--- src/rtl/seg7.sv ---
// Registered 7-segment decoder: one-cycle latency, lamp-test/blank overrides,
// optional hex glyphs and selectable segment polarity.
module seg7 #(
  parameter bit HEX_MODE   = 1'b1,
  parameter bit ACTIVE_LOW = 1'b1
) (
  input  logic       clk,
  input  logic       reset_n,
  input  logic       en,
  input  logic [3:0] bcd,
  input  logic       blank,
  input  logic       lamp_test,
  output logic [6:0] leds,
  output logic       bcd_err,
  output logic       valid
);

  localparam logic [6:0] DARK = ACTIVE_LOW ? 7'b1111111 : 7'b0000000;

  logic [6:0] pat_low_next;
  logic [6:0] leds_next;
  logic       err_next;
  logic [6:0] leds_reg;
  logic       bcd_err_reg;
  logic       valid_reg;

  // Patterns are kept in the board's native active-low form (gfedcba).
  always_comb begin
    pat_low_next = 7'b1111111;
    err_next     = 1'b0;
    if (lamp_test) begin
      pat_low_next = 7'b0000000;
    end else if (blank) begin
      pat_low_next = 7'b1111111;
    end else begin
      case (bcd)
        4'd0:  pat_low_next = 7'b1000000;
        4'd1:  pat_low_next = 7'b1111001;
        4'd2:  pat_low_next = 7'b0100100;
        4'd3:  pat_low_next = 7'b0110000;
        4'd4:  pat_low_next = 7'b0011001;
        4'd5:  pat_low_next = 7'b0010010;
        4'd6:  pat_low_next = 7'b0000010;
        4'd7:  pat_low_next = 7'b1111000;
        4'd8:  pat_low_next = 7'b0000000;
        4'd9:  pat_low_next = 7'b0010000;
        4'd10: pat_low_next = 7'b0001000;
        4'd11: pat_low_next = 7'b0000011;
        4'd12: pat_low_next = 7'b1000110;
        4'd13: pat_low_next = 7'b0100001;
        4'd14: pat_low_next = 7'b0000110;
        default: pat_low_next = 7'b0001110;
      endcase
      if (!HEX_MODE && bcd > 4'd9) begin
        pat_low_next = 7'b1111111;
        err_next     = 1'b1;
      end
    end
  end

  generate
    for (genvar gi = 0; gi < 7; gi++) begin : g_polarity
      if (ACTIVE_LOW) begin : g_low
        assign leds_next[gi] = pat_low_next[gi];
      end else begin : g_high
        assign leds_next[gi] = ~pat_low_next[gi];
      end
    end
  endgenerate

  always_ff @(posedge clk) begin
    if (!reset_n) begin
      leds_reg    <= DARK;
      bcd_err_reg <= 1'b0;
      valid_reg   <= 1'b0;
    end else begin
      valid_reg <= en;
      if (en) begin
        leds_reg    <= leds_next;
        bcd_err_reg <= err_next;
      end
    end
  end

  assign leds    = leds_reg;
  assign bcd_err = bcd_err_reg;
  assign valid   = valid_reg;

endmodule

--- config.mk ---
export PLATFORM = sky130hd
export DESIGN_NAME = seg7
export DESIGN_NICKNAME = d
export VERILOG_FILES = /design/src/rtl/seg7.sv
export SDC_FILE = /design/constraint.sdc
export NUM_CORES = 1
export LEC_CHECK = 0
export CAP_MARGIN = 30
export CORE_UTILIZATION = 26
export DETAILED_ROUTE_END_ITERATION = 8
export PLACE_DENSITY_LB_ADDON = 0.05
export SYNTH_ARGS = -nofsm -noshare
export SYNTH_HDL_FRONTEND = slang
export SYNTH_SLANG_ARGS = --single-unit
--- constraint.sdc ---
create_clock -name clk -period 4 [get_ports clk]
set_clock_uncertainty 0.1 [all_clocks]
set_input_delay 0.8 -clock clk [delete_from_list [all_inputs] [get_ports clk]]
set_output_delay 0.8 -clock clk [all_outputs]
set_load 0.005 [all_outputs]
==> insert_results.sql, run 1 <==
INSERT INTO impl_metrics (metric_group, metric, value, unit) VALUES
('status', 'status', 'complete, no violations', ''),
('die', 'die_w', '49.96', 'um'),
('setup_path', 'critPathMaxFanout', '7', ''),
('setup_path', 'worst_setup_path_end_kind', 'register', ''),
('finish', 'seqCellArea', '160.2', 'um^2'),
('setup_path', 'max_stage_delay', '0.59', 'ns'),
('drt', 'drt_iter0_markers', '3', ''),
('synth', 'yosysUniqueCellTypes', '29', ''),
('synth', 'synthesis.instances', '64', ''),
('setup_path', 'worstPathRequired', '4.01', 'ns'),
('drt', 'post_route_antenna_net_violation_count', '0', ''),
('finish', 'n_fill_cell', '242', ''),
('setup_path', 'cells_along_the_critical_path', 'clkdlybuf4s50_1 -> inv_1 -> ha_1 -> mux2_2 -> a221oi_1 -> o221ai_1', ''),
('finish', 'multi_input_area', '372.9', 'um^2'),
('worst_hold_path', 'hp-class', 'reg -> reg', ''),
('job', 'drv.max_cap_violation_count', '0', ''),
('setup_path', 'cp.buffers_inverters', '2', ''),
('sta', 'count_of_endpoints_failing_setup_in_the_final_report', '0', ''),
('die', 'start_util', '27.30', '%'),
('drt', 'detail_route.vias_per_cell', '4.811', ''),
('sta', 'final.setup.tns', '0', 'ns'),
('synth', 'yosysTopAreaCellShare', '26.78', '%'),
('global_route', 'grt_max_degree', '16', ''),
('synth', 'syn-num-nets', '80', ''),
('clock_network', 'clk_transition_reported_paths', '0.05', 'ns'),
('setup_path', 'crit_path_arrival_time', '2.47', 'ns'),
('synth', 'yosysTopAreaCell', 'dfxtp_1', ''),
('setup_path', 'crit_path_start_kind', 'input pin', ''),
('clock_network', 'clk_path_buf_depth', '2', ''),
('placement', 'dp_hpwl', '977.5', 'um'),
('die', 'core-area', '2191', 'um^2'),
('clock_network', 'cts_root_buffer', 'clkbuf_4', ''),
('die', 'rows', '17', ''),
('setup_path', 'timing.critical_path.max_delay_family', 'buffers and inverters', ''),
('synth', 'syn_area', '598.1', 'um^2'),
('clock_network', 'cts-buffers-inserted', '3', ''),
('synth', 'synth-edff-count', '0', ''),
('pwr', 'power_per_cell_area', '262.0', 'nW/um^2'),
('finish', 'area.growth.synth_to_final', '30.54', '%'),
('clock_network', 'h_tree_depth', '1', ''),
('synth', 'ffs_latches_synth', '8', ''),
('die', 'top_level_i_o_count', '18', ''),
('clock_network', 'clock_sink_count', '8', ''),
('drt', 'drt_pre_antenna_iters', '4', ''),
('synth', 'asyncSetResetFlopFracSynth', '0', '%'),
('die', 'die_footprint', '2496', 'um^2'),
('global_route', 'antenna_violations_before_repair', '0', ''),
('pwr', 'power.ir.vdd_worst', '0.1002', 'mV'),
('finish', 'finish.net_count', '96', ''),
('global_route', 'grt_first_pass_wirelength', '2214', 'um'),
('synth', 'cell_types_with_the_largest_area_share_after_synthesis', 'dfxtp_1, ha_1, mux2_2', ''),
('synth', 'synth_seq_area_share', '26.78', '%'),
('global_route', 'gr-usage-all-layers', '11.82', '%'),
('finish', 'final_layout_size_suffix_gt1_share', '14.10', '%'),
('drt', 'routed_wire_length', '1268', 'um'),
('die', 'dieHeight', '49.96', 'um'),
('sta', 'final-hold-violation-count', '0', ''),
('sta', 'final_min_period_over_clock_period', '61.46', '%'),
('drt', 'routed-via-count', '510', ''),
('finish', 'flip_flop_count_of_the_largest_register_all_copies_and_words_added', '7', ''),
('placement', 'routability_congestion', '0.7557', ''),
('sta', 'fin_crit', '2.459', 'ns'),
('setup_path', 'critical-path-slowest-cell', 'clkdlybuf4s50_1', ''),
('synth', 'syn_avg_cell_area', '9.345', 'um^2'),
('drt', 'detail_route.wl_per_cell', '11.96', 'um'),
('clock_network', 'tritoncts_clock_tree', 'built', ''),
('synth', 'synth_warnings', '0', ''),
('drt', 'drc', '0', ''),
('global_route', 'grt_overflow_total', '0', ''),
('clock_network', 'hold_buffers', '0', ''),
('placement', 'placed_cells_incl_taps', '103', '');
layout by cell type, fill, tap and decap left out:
cell type	n
or2b_1	1
a31o_2	1
ha_1	7
mux2_2	4
a211oi_1	1
a211oi_2	1
nor2_1	1
o221ai_1	5
o21ai_0	1
nand2b_1	3
dfxtp_1	8
o311ai_0	2
or2_2	1
nand2_1	1
conb_1	1
and2_1	1
nor3b_1	1
a31oi_1	1
inv_1	8
o31ai_1	1
nor2b_1	3
clkdlybuf4s50_1	16
a221oi_1	2
clkbuf_4	3
a2111oi_0	2
mux2_4	1
nor3_1	1
area by class of cell:
class | instances | area share (%)
repair buffers | 16 | 20.51
clock buffers | 3 | 2.885
well taps | 28 | 4.487
inverters | 8 | 3.846
flip-flops and latches | 8 | 20.51
multi-input cells | 43 | 47.76
worst register-to-register path: stages, from the launching register on:
cell and delay, ns:
dfxtp_1 0.31, nand2b_1 0.07, o311ai_0 0.12
cells by family (layout without fill, tap and decap cells):
family / Yosys count / in the layout / synth area share [%]
other cells: 1 / 1 / 0.6270
flops: 8 / 8 / 26.78
mux: 5 / 5 / 10.04
simple gates: 13 / 13 / 12.97
fa+ha+maj: 7 / 7 / 14.64
compound gates: 17 / 17 / 24.06
buf+inv: 13 / 27 / 10.88
per-stage QoR:
stage	power, W	worst slack, ns	cell area, um^2
finish	0.0002046	1.541	780.7
global route	0.0002192	1.333	780.7
CTS	0.0002088	1.514	780.7
detailed placement	0.0001474	1.246	758.2
global placement	0.0001482	1.256	758.2
floorplan	0.0001216	2.077	598.1
metal layers:
metal  share of wire, %  wire length, um  GRT usage (%)  vias to the layer above
met1                 46              582          14.13                      234
met2                 48              613          19.37                       15
met4                1.1               14          8.571                        0
met5                  0                0              0                        -
met3                4.5               57          1.235                        2
li1                   -                -              -                      259
path summary, 6_finish.rpt:
kind                            slack, ns              endpoint            startpoint  cells after the start
worst max-delay path                 1.54  leds[6]$_SDFFE_PN1P_                bcd[0]                      6
worst min register to register       0.39  leds[0]$_SDFFE_PN1P_  leds[0]$_SDFFE_PN1P_                      2
worst max register to register       3.26  leds[3]$_SDFFE_PN1P_  leds[3]$_SDFFE_PN1P_                      2
worst min-delay path                 0.39  leds[0]$_SDFFE_PN1P_  leds[0]$_SDFFE_PN1P_                      2
power by group:
part	internal (W)	switching [W]	total, W
Combinational	0.0000320	0.0000246	0.0000566
Clock	0.0000342	0.0000250	0.0000592
Sequential	0.0000860	0.00000275	0.0000888
Total	0.000152	0.0000523	0.000205
No activity file was read; power rests on OpenSTA's default activity.
==> inputs of run 2 (changes only) <==
==> constraint.sdc (replaced) <==
create_clock -name clk -period 2.25 [get_ports clk]
set_clock_uncertainty 0.1 [all_clocks]
set_input_delay 0.45 -clock clk [delete_from_list [all_inputs] [get_ports clk]]
set_output_delay 0.45 -clock clk [all_outputs]
set_load 0.005 [all_outputs]
==> run 2 against run 1 <==
  * Core utilization grew 2.1 points
  * Critical path depth is the same
  * Sequential cell count is the same
  * Cell area grew 5.8%
  * Sequential share of layout area shrank 1.1 points
  * Total power grew 81%
  * Register-to-register slack lost 1.7 ns
  * Wire length shrank 1.5%
  * Cell count grew 5.7%
  * Count of clock-buffer cells in the layout is the same
  * Global-route usage grew 0.14 points
  * Critical path type unchanged
  * Highest routed layer unchanged
==> insert_results.sql, run 2 (synthesized netlist as in run 1, its figures left out) <==
INSERT INTO impl_metrics (metric_group, metric, value, unit) VALUES
('clock_network', 'cts-buffers-inserted', '3', ''),
('setup_path', 'worst-setup-path-type', 'in -> reg', ''),
('sta', 'finalHoldWorstSlack', '0.4019', 'ns'),
('sta', 'final-hold-violation-count', '0', ''),
('drt', 'post_route_antenna_net_violation_count', '0', ''),
('finish', 'n_fill_cell', '232', ''),
('finish', 'flip_flop_count_of_the_largest_register_all_copies_and_words_added', '7', ''),
('drt', 'drt_pre_antenna_iters', '4', ''),
('die', 'top_level_i_o_count', '18', ''),
('pwr', 'internal-power', '0.0002770', 'W'),
('setup_path', 'critPathMaxFanout', '5', ''),
('clock_network', 'clk_path_buf_depth', '2', ''),
('drt', 'detail_route.wl_per_cell', '11.15', 'um'),
('finish', 'final_layout_size_suffix_gt1_share', '20.24', '%'),
('die', 'die_w', '49.96', 'um'),
('placement', 'placed_area', '803.3', 'um^2'),
('finish', 'finalCoreUtilization', '37.69', '%'),
('job', 'drv.max_cap_violation_count', '0', ''),
('clock_network', 'cts_setup_buffers', '0', ''),
('sta', 'transition_time_at_the_pin_with_the_least_slew_margin', '0.4713', 'ns'),
('die', 'start_util', '27.30', '%'),
('global_route', 'antenna_violations_before_repair', '0', ''),
('clock_network', 'tritoncts_clock_tree', 'built', ''),
('worst_hold_path', 'hp-class', 'reg -> reg', ''),
('clock_network', 'cts_root_buffer', 'clkbuf_4', ''),
('clock_network', 'clock_sink_count', '8', ''),
('finish', 'insertedDiodeCount', '0', ''),
('pwr', 'power.ir.vdd_worst', '0.1438', 'mV'),
('pwr', 'power.static_leakage', '0.3672', 'nW'),
('sta', 'slew_violations', '0', ''),
('finish', 'layout.cell_area.non_filler', '825.8', 'um^2'),
('drt', 'routed_wire_length', '1249', 'um'),
('sta', 'rsz_0062_raised_after_global_routing', 'false', ''),
('worst_hold_path', 'min_path_cells', '2', ''),
('clock_network', 'clock_insertion_delay_worst_skew', '0.24', 'ns'),
('pwr', 'power_frac_comb', '29.3', '%'),
('global_route', 'gr-usage-all-layers', '11.96', '%'),
('clock_network', 'clk_transition_reported_paths', '0.05', 'ns'),
('clock_network', 'post_cts_resized', '0', ''),
('die', 'core-area', '2191', 'um^2'),
('drt', 'drc', '0', ''),
('pwr', 'switchingPower', '0.00009413', 'W'),
('status', 'status', 'complete, no violations', ''),
('drt', 'detail_route.vias_per_cell', '4.616', ''),
('placement', 'routability_congestion', '0.7814', ''),
('placement', 'port_buffers', '16', ''),
('setup_path', 'reg2reg_depth', '2', ''),
('setup_path', 'crit_path_start_kind', 'input pin', ''),
('sta', 'max_freq', '0.4903', 'GHz'),
('finish', 'area.growth.synth_to_final', '38.08', '%'),
('pwr', 'power_frac_clock', '28.2', '%'),
('pwr', 'pwr-share-seq', '42.5', '%'),
('die', 'die_footprint', '2496', 'um^2'),
('pwr', 'swShare', '25.36', '%'),
('die', 'dieHeight', '49.96', 'um'),
('global_route', 'grt_pass1_vias', '511', ''),
('placement', 'pre_cts_slack', '-0.004863', 'ns'),
('finish', 'leading_cell_type_in_the_layout_fill_and_taps_excluded', 'clkdlybuf4s50_1', ''),
('drt', 'drt_iter0_markers', '8', ''),
('global_route', 'grt_first_pass_wirelength', '2249', 'um'),
('clock_network', 'h_tree_depth', '1', ''),
('finish', 'layout.cells.most_common_list', 'clkdlybuf4s50_1, inv_1, dfxtp_1', ''),
('sta', 'fin_crit', '2.039', 'ns'),
('die', 'rows', '17', ''),
('setup_path', 'worstPathRequired', '2.25', 'ns'),
('drt', 'routed-via-count', '517', ''),
('sta', 'count_of_endpoints_failing_setup_in_the_final_report', '0', ''),
('pwr', 'power_per_cell_area', '449.4', 'nW/um^2'),
('setup_path', 'worst_setup_path_end_kind', 'register', ''),
('setup_path', 'crit_path_arrival_time', '2.04', 'ns'),
('global_route', 'grt_overflow_total', '0', ''),
('clock_network', 'hold_buffers', '0', ''),
('sta', 'final_min_period_over_clock_period', '90.64', '%'),
('sta', 'timing.final.ws_setup', '0.2106', 'ns'),
('global_route', 'grt_max_degree', '12', ''),
('sta', 'max_slew_margin_vs_limit', '67.77', '%'),
('finish', 'finish.net_count', '102', '');
[run 2: worst paths after layout]
kind                                           start  slack, ns              endpoint
worst min-delay path            leds[2]$_SDFFE_PN1P_       0.40  leds[2]$_SDFFE_PN1P_
worst min register to register  leds[2]$_SDFFE_PN1P_       0.40  leds[2]$_SDFFE_PN1P_
worst max-delay path                          bcd[1]       0.21  leds[3]$_SDFFE_PN1P_
worst max register to register  leds[3]$_SDFFE_PN1P_       1.52  leds[3]$_SDFFE_PN1P_
[run 2: area by class of cell]
class / instances / area, um^2 / share of cell area [%]
Clock buffer: 3 / 22.52 / 2.727
Inverter: 8 / 30.03 / 3.636
Multi-Input combinational cell: 43 / 372.9 / 45.15
Sequential cell: 8 / 160.2 / 19.39
Tap cell: 28 / 35.03 / 4.242
Timing Repair Buffer: 22 / 205.2 / 24.85
[run 2: routing by layer]
layer / GRT usage, % / share of wire [%]
met1: 14.34 / 48
met2: 18.02 / 46
met3: 2.778 / 3.9
met4: 9.524 / 2.7
met5: 0 / 0
[run 2: stage by stage]
step	power [W]	TNS (ns)	cells
after global routing	0.0003989	0	112
after CTS	0.0003786	0	112
final	0.0003712	0	112
after floorplan	0.0002163	0	64
after detailed placement	0.0002702	-0.004863	109
after global placement	0.0002720	-0.01073	109
[run 2: worst max-delay path, stage by stage]
cell             delay (ns)
clkdlybuf4s50_1        0.47
inv_1                  0.11
ha_1                   0.31
nor2b_1                0.06
a2111oi_0              0.45
o311ai_0               0.20
[run 2: power by group through the flow]
stage          clock network, W  registers, W   logic, W
2_1_floorplan                 0      0.000162  0.0000545
3_3_place_gp                  0      0.000160   0.000112
3_5_place_dp                  0      0.000161   0.000110
4_1_cts                0.000111      0.000158   0.000110
5_1_grt                0.000119      0.000159   0.000121
6_report               0.000105      0.000158   0.000109
==> inputs of run 3 (changes only) <==
--- a/config.mk
+++ b/config.mk
@@ -6,9 +6,12 @@
 export NUM_CORES = 1
 export LEC_CHECK = 0
 export CAP_MARGIN = 30
+export CORE_MARGIN = 2
 export CORE_UTILIZATION = 26
 export DETAILED_ROUTE_END_ITERATION = 8
 export PLACE_DENSITY_LB_ADDON = 0.05
+export SKIP_CTS_REPAIR_TIMING = 1
+export SKIP_LAST_GASP = 1
 export SYNTH_ARGS = -nofsm -noshare
 export SYNTH_HDL_FRONTEND = slang
 export SYNTH_SLANG_ARGS = --single-unit
==> run 3 against run 2 <==
  * Cell area grew 0.91%
  * Global-route usage is 0.72 points lower
  * Fmax grew 1.7%
  * Register-to-register slack hardly changed
  * Core utilization increased by 0.34 points
  * Count of clock-buffer cells in the layout did not move
  * Worst hold slack got worse by 0.0025 ns
  * Clock power barely moved
  * Setup slack gained 0.034 ns
  * Wire length fell by 0.24%
  * Critical endpoint is now leds[6]$_SDFFE_PN1P_
==> insert_results.sql, run 3 (synthesized netlist as in run 1, its figures left out) <==
INSERT INTO impl_metrics (metric_group, metric, value, unit) VALUES
('drt', 'routed_wire_length', '1246', 'um'),
('drt', 'routed-via-count', '522', ''),
('clock_network', 'cts_root_buffer', 'clkbuf_4', ''),
('drt', 'detail_route.vias_per_cell', '4.619', ''),
('finish', 'layout.cells.most_common_list', 'clkdlybuf4s50_1, inv_1, dfxtp_1', ''),
('sta', 'count_of_endpoints_failing_setup_in_the_final_report', '0', ''),
('clock_network', 'clk_path_buf_depth', '2', ''),
('setup_path', 'crit_path_arrival_time', '2.02', 'ns'),
('die', 'die_w', '51.96', 'um'),
('placement', 'port_buffers', '16', ''),
('clock_network', 'clk_transition_reported_paths', '0.05', 'ns'),
('die', 'start_util', '27.30', '%'),
('sta', 'slew_violations', '0', ''),
('finish', 'leading_cell_type_in_the_layout_fill_and_taps_excluded', 'clkdlybuf4s50_1', ''),
('sta', 'final-hold-violation-count', '0', ''),
('setup_path', 'worst_setup_path_end_kind', 'register', ''),
('pwr', 'swShare', '25.32', '%'),
('pwr', 'power.ir.vdd_worst', '0.1942', 'mV'),
('pwr', 'switchingPower', '0.00009442', 'W'),
('finish', 'finish.net_count', '103', ''),
('finish', 'final_layout_size_suffix_gt1_share', '21.18', '%'),
('die', 'rows', '17', ''),
('sta', 'finalHoldWorstSlack', '0.3993', 'ns'),
('drt', 'drc', '0', ''),
('pwr', 'power_frac_clock', '28.2', '%'),
('sta', 'max_freq', '0.4986', 'GHz'),
('drt', 'post_route_antenna_net_violation_count', '0', ''),
('clock_network', 'clock_sink_count', '8', ''),
('setup_path', 'crit_path_start_kind', 'input pin', ''),
('pwr', 'internal-power', '0.0002785', 'W'),
('clock_network', 'cts-buffers-inserted', '3', ''),
('setup_path', 'cells_along_the_critical_path', 'clkdlybuf4s50_1 -> inv_1 -> ha_1 -> mux2_2 -> a221oi_1 -> o221ai_1', ''),
('global_route', 'antenna_violations_before_repair', '0', ''),
('setup_path', 'worstPathRequired', '2.27', 'ns'),
('drt', 'drt_iter0_markers', '5', ''),
('clock_network', 'h_tree_depth', '1', ''),
('finish', 'flip_flop_count_of_the_largest_register_all_copies_and_words_added', '7', ''),
('pwr', 'pwr-share-seq', '42.3', '%'),
('clock_network', 'tritoncts_clock_tree', 'built', ''),
('drt', 'detail_route.wl_per_cell', '11.03', 'um'),
('pwr', 'totalPowerFinal', '0.0003730', 'W'),
('finish', 'area.growth.synth_to_final', '39.33', '%'),
('placement', 'dp_hpwl', '1049', 'um'),
('finish', 'insertedDiodeCount', '0', ''),
('worst_hold_path', 'hp-class', 'reg -> reg', ''),
('finish', 'n_fill_cell', '229', ''),
('pwr', 'power_per_cell_area', '447.6', 'nW/um^2'),
('setup_path', 'critPathMaxFanout', '4', ''),
('sta', 'fin_crit', '2.006', 'ns'),
('setup_path', 'max_stage_delay', '0.52', 'ns'),
('global_route', 'grt_max_degree', '12', ''),
('sta', 'final_min_period_over_clock_period', '89.14', '%'),
('die', 'core-area', '2191', 'um^2'),
('die', 'die_footprint', '2700', 'um^2'),
('drt', 'drt_pre_antenna_iters', '3', ''),
('setup_path', 'critical-path-slowest-cell', 'clkdlybuf4s50_1', ''),
('setup_path', 'worst-setup-path-type', 'in -> reg', ''),
('setup_path', 'timing.critical_path.max_delay_family', 'buffers and inverters', ''),
('global_route', 'grt_overflow_total', '0', ''),
('finish', 'finalCoreUtilization', '38.04', '%'),
('placement', 'routability_congestion', '0.7903', ''),
('clock_network', 'clock_insertion_delay_worst_skew', '0.25', 'ns'),
('sta', 'rsz_0062_raised_after_global_routing', 'false', ''),
('die', 'top_level_i_o_count', '18', ''),
('pwr', 'power_frac_comb', '29.5', '%'),
('global_route', 'gr-usage-all-layers', '11.24', '%'),
('global_route', 'grt_pass1_vias', '519', ''),
('global_route', 'grt_first_pass_wirelength', '2221', 'um'),
('die', 'dieHeight', '51.96', 'um'),
('status', 'status', 'complete, no violations', ''),
('setup_path', 'cp.buffers_inverters', '2', ''),
('job', 'drv.max_cap_violation_count', '0', ''),
('pwr', 'power.static_leakage', '0.3720', 'nW');
==> run 3: cell types whose count changed in the layout (fill, tap and decap cells not counted), sizes merged <==
| cell | previous run | this run |
|---|---|---|
| buf | 6 | 7 |
==> run 3: worst paths after layout <==
check,from,end,slack [ns],cells past startpoint
setup / recovery,bcd[0],leds[6]$_SDFFE_PN1P_,0.24,6
hold / removal,leds[0]$_SDFFE_PN1P_,leds[0]$_SDFFE_PN1P_,0.40,2
setup reg to reg,leds[3]$_SDFFE_PN1P_,leds[3]$_SDFFE_PN1P_,1.52,2
hold reg to reg,leds[0]$_SDFFE_PN1P_,leds[0]$_SDFFE_PN1P_,0.40,2
==> run 3: layout make-up <==
| cell class | count | area (um^2) | area share (%) |
|---|---|---|---|
| Multi-Input combinational cell | 43 | 372.9 | 44.74 |
| Timing Repair Buffer | 23 | 212.7 | 25.53 |
| Sequential cell | 8 | 160.2 | 19.22 |
| Tap cell | 28 | 35.03 | 4.204 |
| Inverter | 8 | 30.03 | 3.604 |
| Clock buffer | 3 | 22.52 | 2.703 |
==> run 3: power by group through the flow <==
stage	Clock [W]	Sequential [W]	Combinational, W
3_3_place_gp	0	0.000160	0.000113
2_1_floorplan	0	0.000162	0.0000545
6_report	0.000105	0.000158	0.000110
5_1_grt	0.000122	0.000159	0.000122
3_5_place_dp	0	0.000161	0.000111
4_1_cts	0.000110	0.000158	0.000112
==> run 3: routing by layer <==
layer | vias to the layer above | track usage, % | wire [um] | part of all wire, %
met5 | - | 0 | 0 | 0
met4 | 0 | 10.09 | 44 | 3.5
met3 | 5 | 1.724 | 67 | 5.4
met2 | 18 | 16.67 | 578 | 46
met1 | 224 | 13.81 | 555 | 45
li1 | 275 | - | - | -
==> run 3: worst reg2reg max path: stages, from the launching register on <==
cell and delay [ns]:
dfxtp_1 0.31, nand2b_1 0.07, o311ai_0 0.11
==> run 3: stage by stage <==
step           cells  cell area [um^2]   TNS (ns)  setup slack [ns]
2_1_floorplan     64             598.1          0            0.6770
3_3_place_gp     110             810.8  -0.002914         -0.002914
3_5_place_dp     110             810.8   -0.01159          -0.01159
4_1_cts          113             833.3          0            0.2463
5_1_grt          113             833.3          0           0.03485
6_report         113             833.3          0            0.2444
